==> src/rtl/pulse_stimulus_pkg.sv <==
// Shared types and constants for the pulse stimulus generator and its jitter LFSR.
package pulse_stimulus_pkg;

    typedef enum logic [1:0] {
        IDLE  = 2'd0,
        PULSE = 2'd1,
        GAP   = 2'd2
    } state_e;

    localparam int DEFAULT_CNT_W = 8;

    // Fibonacci LFSR, taps 16,14,13,11 expressed as a mask over state bits 15,13,12,10.
    localparam logic [15:0] LFSR_SEED = 16'hACE1;
    localparam logic [15:0] LFSR_TAPS = 16'hB400;

endpackage

==> src/rtl/pulse_stimulus_gen_lfsr16.sv <==
// 16-bit Fibonacci LFSR used to jitter gap lengths; only built when
// PULSE_STIMULUS_GEN_JITTER_EN is defined, so the default build carries no LFSR.
`ifdef PULSE_STIMULUS_GEN_JITTER_EN
module lfsr16
    import pulse_stimulus_pkg::*;
(
    input  logic        clk_i,
    input  logic        n_reset_i,
    input  logic        advance_i,
    output logic [15:0] state_o
);

    logic [15:0] state_q;
    logic [15:0] state_d;
    logic        feedback;

    always_comb begin
        feedback = ^(state_q & LFSR_TAPS);
        state_d  = {state_q[14:0], feedback};
    end

    always_ff @(posedge clk_i) begin
        if (!n_reset_i) begin
            state_q <= LFSR_SEED;
        end else if (advance_i) begin
            state_q <= state_d;
        end
    end

    assign state_o = state_q;

endmodule
`endif

==> src/rtl/pulse_stimulus_gen.sv <==
// Burst pulse generator: accepts {width, gap, count} over valid/ready and drives
// pulses on signal_out. Optional gap jitter is enabled by PULSE_STIMULUS_GEN_JITTER_EN.
module pulse_stimulus_gen
    import pulse_stimulus_pkg::*;
#(
    parameter int   CNT_W      = DEFAULT_CNT_W,
    parameter logic IDLE_LEVEL = 1'b1
)
(
    input  logic             clk,
    input  logic             n_reset,
    input  logic             req_valid,
    output logic             req_ready,
    input  logic [CNT_W-1:0] req_width,
    input  logic [CNT_W-1:0] req_gap,
    input  logic [CNT_W-1:0] req_count,
    output logic             signal_out,
    output logic             busy,
    output logic             done
);

    // Handshake: a request transfers on the rising edge where req_valid && req_ready;
    // req_ready is high exactly while the FSM sits in IDLE, and req_* are latched then.

`ifdef PULSE_STIMULUS_GEN_JITTER_EN
    localparam int GAP_W = CNT_W + 1;
`else
    localparam int GAP_W = CNT_W;
`endif

    localparam logic [CNT_W-1:0] CNT_ONE = CNT_W'(1);
    localparam logic [GAP_W-1:0] GAP_ONE = GAP_W'(1);

    state_e           state_q;
    logic [CNT_W-1:0] width_q;
    logic [CNT_W-1:0] gap_base_q;
    logic [CNT_W-1:0] width_cnt_q;
    logic [CNT_W-1:0] pulse_cnt_q;
    logic [GAP_W-1:0] gap_cnt_q;
    logic             signal_q;
    logic             busy_q;
    logic             done_q;

    logic [CNT_W-1:0] acc_gap_eff;
    logic [CNT_W-1:0] acc_count_eff;
    logic [CNT_W-1:0] gap_eff_sel;
    logic [GAP_W-1:0] gap_len;
    logic             gap_enter;

    always_comb begin
        acc_gap_eff   = (req_gap == '0)   ? CNT_ONE : req_gap;
        acc_count_eff = (req_count == '0) ? CNT_ONE : req_count;
        // In IDLE the gap is loaded straight from the request, before gap_base_q is valid.
        gap_eff_sel   = (state_q == IDLE) ? acc_gap_eff : gap_base_q;
    end

    always_comb begin
        gap_enter = 1'b0;
        case (state_q)
            IDLE:    gap_enter = req_valid && (req_width == '0);
            PULSE:   gap_enter = (width_cnt_q == CNT_ONE);
            GAP:     gap_enter = (gap_cnt_q == GAP_ONE) && (pulse_cnt_q != CNT_ONE)
                                 && (width_q == '0);
            default: gap_enter = 1'b0;
        endcase
    end

`ifdef PULSE_STIMULUS_GEN_JITTER_EN
    logic [15:0] lfsr_state;

    lfsr16 u_lfsr16 (
        .clk_i     (clk),
        .n_reset_i (n_reset),
        .advance_i (gap_enter),
        .state_o   (lfsr_state)
    );

    assign gap_len = GAP_W'(gap_eff_sel) + GAP_W'(lfsr_state[3:0]);
`else
    assign gap_len = gap_eff_sel;
`endif

    always_ff @(posedge clk) begin
        if (!n_reset) begin
            state_q     <= IDLE;
            width_q     <= '0;
            gap_base_q  <= '0;
            width_cnt_q <= '0;
            pulse_cnt_q <= '0;
            gap_cnt_q   <= '0;
            signal_q    <= IDLE_LEVEL;
            busy_q      <= 1'b0;
            done_q      <= 1'b0;
        end else begin
            done_q <= 1'b0;
            case (state_q)
                IDLE: begin
                    if (req_valid) begin
                        width_q     <= req_width;
                        gap_base_q  <= acc_gap_eff;
                        pulse_cnt_q <= acc_count_eff;
                        busy_q      <= 1'b1;
                        if (req_width != '0) begin
                            state_q     <= PULSE;
                            width_cnt_q <= req_width;
                            signal_q    <= ~IDLE_LEVEL;
                        end else begin
                            state_q   <= GAP;
                            gap_cnt_q <= gap_len;
                        end
                    end
                end
                PULSE: begin
                    if (width_cnt_q == CNT_ONE) begin
                        state_q     <= GAP;
                        width_cnt_q <= '0;
                        gap_cnt_q   <= gap_len;
                        signal_q    <= IDLE_LEVEL;
                    end else begin
                        width_cnt_q <= width_cnt_q - CNT_ONE;
                    end
                end
                GAP: begin
                    if (gap_cnt_q == GAP_ONE) begin
                        if (pulse_cnt_q == CNT_ONE) begin
                            state_q     <= IDLE;
                            pulse_cnt_q <= '0;
                            gap_cnt_q   <= '0;
                            busy_q      <= 1'b0;
                            done_q      <= 1'b1;
                        end else begin
                            pulse_cnt_q <= pulse_cnt_q - CNT_ONE;
                            if (width_q != '0) begin
                                state_q     <= PULSE;
                                width_cnt_q <= width_q;
                                signal_q    <= ~IDLE_LEVEL;
                            end else begin
                                // Zero-width bursts chain gap phases back to back.
                                gap_cnt_q <= gap_len;
                            end
                        end
                    end else begin
                        gap_cnt_q <= gap_cnt_q - GAP_ONE;
                    end
                end
                default: begin
                    state_q  <= IDLE;
                    signal_q <= IDLE_LEVEL;
                    busy_q   <= 1'b0;
                end
            endcase
        end
    end

    assign req_ready  = (state_q == IDLE);
    assign signal_out = signal_q;
    assign busy       = busy_q;
    assign done       = done_q;

endmodule

==> config.mk <==
export PLATFORM = sky130hd
export DESIGN_NAME = pulse_stimulus_gen
export DESIGN_NICKNAME = d
export VERILOG_FILES = /design/src/rtl/pulse_stimulus_pkg.sv /design/src/rtl/pulse_stimulus_gen_lfsr16.sv /design/src/rtl/pulse_stimulus_gen.sv
export SDC_FILE = /design/constraint.sdc
export NUM_CORES = 1
export LEC_CHECK = 0
export ABC_AREA = 1
export CAP_MARGIN = 30
export CORE_MARGIN = 2
export CORE_UTILIZATION = 60
export CTS_CLUSTER_SIZE = 10
export DETAILED_ROUTE_END_ITERATION = 12
export PLACE_DENSITY_LB_ADDON = 0.2
export SYNTH_ARGS = -nofsm -noshare
export SYNTH_HDL_FRONTEND = slang
export SYNTH_SLANG_ARGS = --single-unit
==> constraint.sdc <==
create_clock -name clk -period 3.88 [get_ports clk]
set_clock_uncertainty 0.1 [all_clocks]
set_input_delay 0.388 -clock clk [delete_from_list [all_inputs] [get_ports clk]]
set_output_delay 0.388 -clock clk [all_outputs]
set_load 0.05 [all_outputs]
==> results of run 1 <==
-- cell usage in the layout, fill, tap and decap left out, types with 2 or more instances in the layout --
master           count
nand2_1             97
nor2_1              85
inv_1               52
o21ai_0             47
dfxtp_1             45
a21oi_1             32
clkdlybuf4s50_1     30
nand3_1             24
nor2_2              13
ha_1                10
nand4_1              7
xor2_1               6
clkbuf_8             6
o22ai_1              3
xnor2_1              3
inv_2                2
o21ai_2              2
a22oi_1              2
nand2_2              2
-- state kept, by name, indices dropped and copies added, names as in the netlist --
| register | flops |
|---|---|
| busy | 1 |
| signal_out | 1 |
| width_cnt_q | 8 |
| gap_cnt_q | 8 |
| done | 1 |
| width_q | 8 |
| state_q | 2 |
| pulse_cnt_q | 8 |
| gap_base_q | 8 |
-- area by class of cell --
cell class	instances	area, um2	area share (%)
clock buffer	7	86.33	2.642
clock inverter	1	30.03	0.9188
inverter	55	207.7	6.355
multi-input combinational	342	1668	51.03
sequential	45	900.9	27.57
tap	54	67.56	2.067
timing repair buffer	31	307.8	9.418
-- routing by layer --
layer	track usage, %	share of wire, %
met5	0	0
met4	9.053	2.0
met3	5.663	6.3
met2	46.36	47
met1	35.88	45
-- stage by stage --
stage / utilization [%] / power, uW / std cells / setup WS [ns]
floorplan: - / 2247 / 455 / 1.668
global placement: 68.08 / 2569 / 527 / 1.520
detailed placement: 68.08 / 2613 / 527 / 1.484
CTS: 70.59 / 3004 / 535 / 1.137
global route: 70.59 / 3331 / 535 / 1.004
finish: 70.59 / 3011 / 535 / 1.125
-- power by group --
| group | switching (uW) | internal (uW) |
|---|---|---|
| combinational | 1210 | 640 |
| sequential | 143 | 643 |
| clock | 162 | 210 |
| total | 1520 | 1490 |
-- worst paths after layout --
| check | from | endpoint | slack [ns] | cells past startpoint |
|---|---|---|---|---|
| min | gap_base_q[4]$_SDFFE_PN0P_ | gap_base_q[4]$_SDFFE_PN0P_ | 0.35 | 2 |
| min reg2reg | gap_base_q[4]$_SDFFE_PN0P_ | gap_base_q[4]$_SDFFE_PN0P_ | 0.35 | 2 |
| max | state_q[1]$_SDFFE_PN0P_ | req_ready | 1.13 | 3 |
| max reg2reg | state_q[1]$_SDFFE_PN0P_ | gap_cnt_q[5]$_SDFFE_PN0P_ | 1.45 | 11 |
-- kinds of logic after synthesis --
family	Yosys count	share of synthesized area, %
xor+xnor	9	2.779
simple gates	233	34.76
flops	45	31.76
buf+inv	68	9.440
fa+ha+maj	10	4.411
compound gates	90	16.85
-- critical path: cells and delay by family (launching register included) --
family,cells,cell delay [ns]
adders and majority gates,1,0.58
buffers and inverters,2,1.04
DFF,1,0.34
==> summary.md, run 1 <==
| Metric | Value |
|---|---|
| Post-cts gate resize count | 0 |
| First-pass GRT wire length | 11590 um |
| Worst-margin pin slew | 0.6329 ns |
| Core ar. | 4629 um2 |
| # hold bufs at CTS | 0 |
| GRT Total Usage | 27.77% |
| Placed cell area | 3152 um2 |
| Pwr dens | 921.3 nW/um2 |
| Most frequent cells after synthesis | nand2_1, nor2_1, inv_1 |
| Max Cap Violations | 0 |
| Die Y | 72.76 um |
| Slowest-stage cell, CP | clkdlybuf4s50_1 |
| Worst-Skew Late Latency | approximately 0.31 ns |
| Startpoint type of the worst setup path | register |
| Mapped Area | 2836 um2 |
| Yosys top cell area share | 31.76% |
| Synth cell types | 31 |
| Crit path largest cell delay | 0.92 ns |
| Largest net degree at the start of global routing | 25 |
| Initial antenna violation count | 0 |
| Fmax | 363.0 MHz |
| CTS root buffer | clkbuf_8 |
| TritonCTS clock tree | built |
| H-tree lvl count | 2 |
| Leak Pwr | 0.001502 uW |
| Number of synthesized register bits | 45 |
| Top cells by area, synth | dfxtp_1, nand2_1, nor2_1 |
| CTS Buffer Depth | 2 |
| Setup violators final | 0 |
| Detail Route Antenna Nets | 0 |
| Antenna diodes | 0 |
| Period minus WS final | 2.755 ns |
| TNS Setup | 0 ns |
| Syn avg cell area | 6.234 um2 |
| Most common cell in the synthesized netlist | nand2_1 |
| Share of cells above drive strength 1 | roughly 6.4% |
| Initial core utilization | between 60% and 70% |
| Area Growth Syn to Fin | 15.22% |
| Final Cycle Share | 71.00% |
| Setup crit end kind | output port |
| RSZ-0062 raised after global routing | no |
| Worst Hold Class | register to register |
| Number of synthesized flops with an enable pin | 0 |
| Max_slew headroom | 57.80% |
| Post-DR vias/cell | 5.385 |
| CP Data Arrival Time | between 2 and 2.5 ns |
| DRC viols | 0 |
| Sequential share of the synthesized area | 31.76% |
| Synth Flop Type | dfxtp_1 |
| I/O pins | 31 |
| GPL Wtd Cong | 0.9091 |
| Crit path kind | register to output port |
| Synth Instances | roughly 460 |
| Routed WL | 6842 um |
| Clock Sinks | 45 |
| CTS Buf Count | 5 |
| Die area | ~5300 um2 |
| Post-layout instance area | 3268 um2 |
| Routed vias | 2881 |
| Hold slack final | 0.3472 ns |
| First-pass iteration count of the detailed router | 5 |
| CP required | around 3.4 ns |
| Clock-pin slew on the worst setup and hold paths | 0.09 ns |
| Leading area contributor after synthesis | dfxtp_1 |
| Chip Width | 72.76 um |
| Layout Nets | 517 |
| HPWL after detailed placement | 5221 um |
| Post-CTS setup buffer count | 0 |
| Mean routed wirelength per cell | 12.79 um |
| Worst-case vdd ir drop | a little over 0.6 mV |
| Max Slew Vio Count | 0 |
| # rows | 25 |
| 1st-iter DRT viols | 266 |
| Synth Warn # | 0 |
| Syn Nets | 492 |
| Status | completed |
| Filler Cell Count | 420 |
| Hold Vio Cnt, Final | 0 |
| Port buffer count | 30 |
| Remaining Overflow, GRT | 0 |
| Cell Chain, Critical Path | inv_1 > ha_1 > clkdlybuf4s50_1 |
| Post-synth ARST share | 0% |
| Vias in the first global route | between 2000 and 3000 |
| Worst-path maximum fanout | 18 |
No activity file was read; power rests on OpenSTA's default activity.
==> run 2, diff against run 1 <==
CORE_UTILIZATION = 57   (was 60)
clock period = 2.8 ns   (was 3.88 ns; I/O delays follow)
==> summary.md, run 2 (same netlist as run 1, synthesis figures left out) <==
| Metric | Value |
|---|---|
| Storage cell area | approximately 900 um2 |
| First-pass GRT wire length | roughly 12000 um |
| Clock Sinks | 45 |
| Detail Route Antenna Nets | 0 |
| Fmax | between 400 and 500 MHz |
| TritonCTS clock tree | built |
| DRC viols | 0 |
| Layout Nets | 521 |
| Final Cycle Share | 79.68% |
| Area of the multi-input gates | 1668 um2 |
| Fin cells | 552 |
| Hold slack final | 0.3708 ns |
| Vias in the first global route | between 2000 and 3000 |
| CTS Buffer Depth | 2 |
| # rows | 25 |
| Hold Vio Cnt, Final | 0 |
| Post-DR vias/cell | 5.274 |
| Worst Hold Class | register to register |
| Post-cts gate resize count | 0 |
| Routed vias | 2911 |
| Startpoint type of the worst setup path | register |
| I/O pins | 31 |
| Worst-case vdd ir drop | 0.7143 mV |
| Chip Width | 74.54 um |
| Largest net degree at the start of global routing | 22 |
| Area Growth Syn to Fin | 16.06% |
| Met1 usage | 37.43% |
| GRT met2 Usage | 44.05% |
| CTS Buf Count | 5 |
| Worst-margin pin slew | about 0.55 ns |
| Clock-pin slew on the worst setup and hold paths | roughly 0.10 ns |
| TNS Setup | 0 ns |
| First-pass iteration count of the detailed router | 5 |
| Status | completed |
| Crit path kind | register to register |
| Busiest grt layer | met2 |
| Core ar. | 4755 um2 |
| Die area | 5556 um2 |
| RSZ-0062 raised after global routing | no |
| Setup violators final | 0 |
| Worst-path maximum fanout | 20 |
| Post-CTS setup buffer count | 0 |
| Port buffer count | 30 |
| CP Data Arrival Time | 2.33 ns |
| Max_slew headroom | a little under two thirds |
| CP required | 2.90 ns |
| CTS root buffer | clkbuf_8 |
| Max Slew Vio Count | 0 |
| Post-layout instance area | approximately 3300 um2 |
| Worst-Skew Late Latency | 0.31 ns |
| # hold bufs at CTS | 0 |
| Leak Pwr | roughly 0.0015 uW |
| Power Total | 4147 uW |
| Period minus WS final | about 2.2 ns |
| Initial antenna violation count | 0 |
| GRT met3 Usage | 4.472% |
| Setup crit end kind | register |
| Pwr dens | 1260 nW/um2 |
| HPWL after detailed placement | 5258 um |
| Placed cell area | 3198 um2 |
| Dpl cells | roughly 540 |
| GPL Wtd Cong | 0.9031 |
| 1st-iter DRT viols | between 200 and 250 |
| Antenna diodes | 0 |
| Routed WL | 6938 um |
| Most frequent cells in the layout | nand2_1, nor2_1, inv_1, o21ai_0, dfxtp_1 |
| H-tree lvl count | 2 |
| Commonest non-fill, non-tap cell in the layout | nand2_1 |
| Mean routed wirelength per cell | 12.57 um |
| Die Y | 74.54 um |
| Filler Cell Count | between 400 and 500 |
| Share of cells above drive strength 1 | 7.423% |
| Remaining Overflow, GRT | 0 |
| Initial core utilization | 59.66% |
| Max Cap Violations | 0 |
| GRT Total Usage | 26.71% |
==> run 2: cell types whose count changed in the layout (fill, tap and decap cells not counted), sizes merged <==
cell	before	now
clkinvlp	0	1
clkbuf	7	5
clkinv	1	2
buf	1	5
bufinv	1	0
inv	54	55
==> run 2: where the power goes <==
part           total, uW  switching [uW]  internal, uW  leakage (uW)
clock                436             255           181     0.0000447
sequential          1090             198           890      0.000372
combinational       2620            1710           913       0.00109
total               4150            2160          1980       0.00151
==> run 2: critical path, stage by stage (launching register included) <==
cell and delay [ns]:
dfxtp_1 0.36, inv_1 0.12, ha_1 0.22, buf_4 0.23, nand2_1 0.26, inv_1 0.51, nand3_1 0.15, o211ai_1 0.12
inv_1 0.06
==> run 2: layout make-up <==
type | count | share of cell area, %
clock buffers | 5 | 2.090
clock inverters | 3 | 0.7602
inverters | 55 | 6.309
multi-input cells | 342 | 50.67
flip-flops and latches | 45 | 27.37
well taps | 67 | 2.547
repair buffers | 35 | 10.26
==> run 2: per-layer routing <==
metal,vias to the layer above,share of wire [%]
li1,1510,-
met1,1322,48
met2,73,46
met3,6,4.6
met4,0,0.52
met5,-,0
==> run 2: stage by stage <==
| step | setup slack (ns) | utilization (%) |
|---|---|---|
| 2_1_floorplan | 0.5878 | - |
| 3_3_place_gp | 0.7297 | 67.26 |
| 3_5_place_dp | 0.6042 | 67.26 |
| 4_1_cts | 0.5736 | 69.24 |
| 5_1_grt | 0.3707 | 69.24 |
| 6_report | 0.5689 | 69.24 |
==> run 2: final timing paths <==
kind	startpoint	end	slack, ns	depth (start not counted)
min reg2reg	gap_base_q[4]$_SDFFE_PN0P_	gap_base_q[4]$_SDFFE_PN0P_	0.37	2
min	gap_base_q[4]$_SDFFE_PN0P_	gap_base_q[4]$_SDFFE_PN0P_	0.37	2
max	state_q[0]$_SDFFE_PN0P_	gap_base_q[0]$_SDFFE_PN0P_	0.57	8
max reg2reg	state_q[0]$_SDFFE_PN0P_	gap_base_q[0]$_SDFFE_PN0P_	0.57	8
==> run 3, diff against run 2 <==
CORE_UTILIZATION = 51   (was 57)
clock period = 1.8 ns   (was 2.8 ns; I/O delays follow)
==> summary.md, run 3 (same netlist as run 1, synthesis figures left out) <==
| Metric | Value |
|---|---|
| Status | completed |
| DRC viols | 0 |
| Pwr dens | between 2000 and 2500 nW/um2 |
| Chip Width | 78.58 um |
| Antenna diodes | 0 |
| Filler Cell Count | 508 |
| First-pass GRT wire length | 12240 um |
| Max Slew Vio Count | 0 |
| Die area | slightly above 6000 um2 |
| Area of the multi-input gates | 1777 um2 |
| Most frequent cells in the layout | nand2_1, nor2_1, o21ai_0, inv_1, dfxtp_1 |
| Pint | 3628 uW |
| # rows | 27 |
| CTS Buffer Depth | 2 |
| Hold Vio Cnt, Final | 0 |
| Clock Sinks | 45 |
| Core ar. | 5439 um2 |
| Vias in the first global route | ~2700 |
| Slowest-stage cell, CP | clkdlybuf4s50_1 |
| Die Y | 78.58 um |
| Remaining Overflow, GRT | 0 |
| GPL Wtd Cong | 0.9202 |
| I/O pins | 31 |
| Family with the most delay on the worst path | buffers and inverters |
| Sequential share of power | between 20% and 30% |
| Worst-case vdd ir drop | around 1.4 mV |
| Buffers and inverters on the worst path | 1 |
| Post-layout instance area | 3652 um2 |
| Setup slack at placement | -0.07268 ns |
| Share of cells above drive strength 1 | 17.77% |
| CTS root buffer | clkbuf_8 |
| Dpl cells | 568 |
| Startpoint type of the worst setup path | register |
| Mean routed wirelength per cell | 13.18 um |
| Routed WL | 7695 um |
| HPWL after detailed placement | 5524 um |
| Power Total | 7339 uW |
| RSZ-0062 raised after global routing | yes |
| Crit path kind | register to output port |
| Area Growth Syn to Fin | 28.76% |
| Worst-path maximum fanout | 2 |
| Max Cap Violations | 0 |
| Routed vias | 3071 |
| Final setup margin | 0.04315 ns |
| Period minus WS final | 1.757 ns |
| CTS Buf Count | 5 |
| Clock power share | 9.3% |
| Net switching fraction of the power | 50.56% |
| Fin cells | 584 |
| Storage cell area | 909.6 um2 |
| Combinational share of power | 67.2% |
| H-tree lvl count | 2 |
| Crit path largest cell delay | just over 0.8 ns |
| Worst-margin pin slew | ~0.50 ns |
| Clock-pin slew on the worst setup and hold paths | 0.09 ns |
| Post-DR vias/cell | 5.259 |
| Initial antenna violation count | 0 |
| CP required | 1.52 ns |
| Final Cycle Share | 97.60% |
| Detail Route Antenna Nets | 0 |
| Initial core utilization | 52.15% |
| Worst-Skew Late Latency | 0.31 ns |
| 1st-iter DRT viols | 194 |
| Setup violators final | 0 |
| First-pass iteration count of the detailed router | 4 |
| Max_slew headroom | 66.87% |
| Switching power | 3711 uW |
| TritonCTS clock tree | built |
| Cell Chain, Critical Path | clkdlybuf4s50_1 |
| Setup crit end kind | output port |
| Fmax | 569.2 MHz |
| GRT Total Usage | about a quarter |
| Leak Pwr | 0.001676 uW |
| Largest net degree at the start of global routing | 39 |
| Layout Nets | 548 |
| Port buffer count | 30 |
| Placed cell area | 3392 um2 |
| CP Data Arrival Time | 1.48 ns |
| Worst Hold Class | primary input to register |
| Commonest non-fill, non-tap cell in the layout | nand2_1 |
==> run 3: area by class of cell <==
| type | count | area share [%] |
|---|---|---|
| multi-input cells | 343 | 48.65 |
| clock buffers | 6 | 2.261 |
| inverters | 55 | 5.858 |
| clock inverters | 2 | 0.3768 |
| flip-flops and latches | 45 | 24.91 |
| repair buffers | 61 | 15.48 |
| well taps | 72 | 2.467 |
==> run 3: routing by layer <==
metal | track usage, % | wire [um]
met4 | 8.947 | 146
met5 | 0 | 0
met3 | 3.908 | 381
met1 | 32.86 | 3474
met2 | 41.11 | 3693
==> run 3: timing repair <==
item | in CTS | in global routing
resized for setup | 3 | 33
hold buffers | 0 | 0
setup buffers | 0 | 7
pin swaps | 0 | 9
gates cloned | 0 | 1
endpoints found under the setup margin | 12 | 26
==> run 3: power groups by stage <==
stage               Combinational, uW  Clock [uW]  Sequential (uW)
floorplan                        3230           0             1710
global placement                 4330           0             1700
detailed placement               4440           0             1710
CTS                              4490         696             1690
global route                     5500         731             1770
finish                           4930         682             1730
==> run 3: path summary, 6_finish.rpt <==
check | from | end | slack [ns] | depth (start not counted)
min | req_gap[7] | gap_base_q[7]$_SDFFE_PN0P_ | 0.36 | 3
min reg2reg | busy$_SDFFE_PN0P_ | busy$_SDFFE_PN0P_ | 0.37 | 2
max | busy$_SDFFE_PN0P_ | busy | 0.04 | 1
max reg2reg | width_cnt_q[4]$_SDFFE_PN0P_ | gap_cnt_q[4]$_SDFFE_PN0P_ | 0.08 | 10
==> run 3: stage by stage <==
| stage | util, % | setup TNS [ns] | hold slack (ns) |
|---|---|---|---|
| 6_report | 67.15 | 0 | 0.3601 |
| 5_1_grt | 67.15 | -0.1799 | 0.3669 |
| 4_1_cts | 64.32 | 0 | 0.3563 |
| 3_5_place_dp | 62.36 | -0.8154 | 0.3558 |
| 3_3_place_gp | 62.36 | -0.3456 | 0.3329 |
| 2_1_floorplan | - | 0 | 0.1918 |
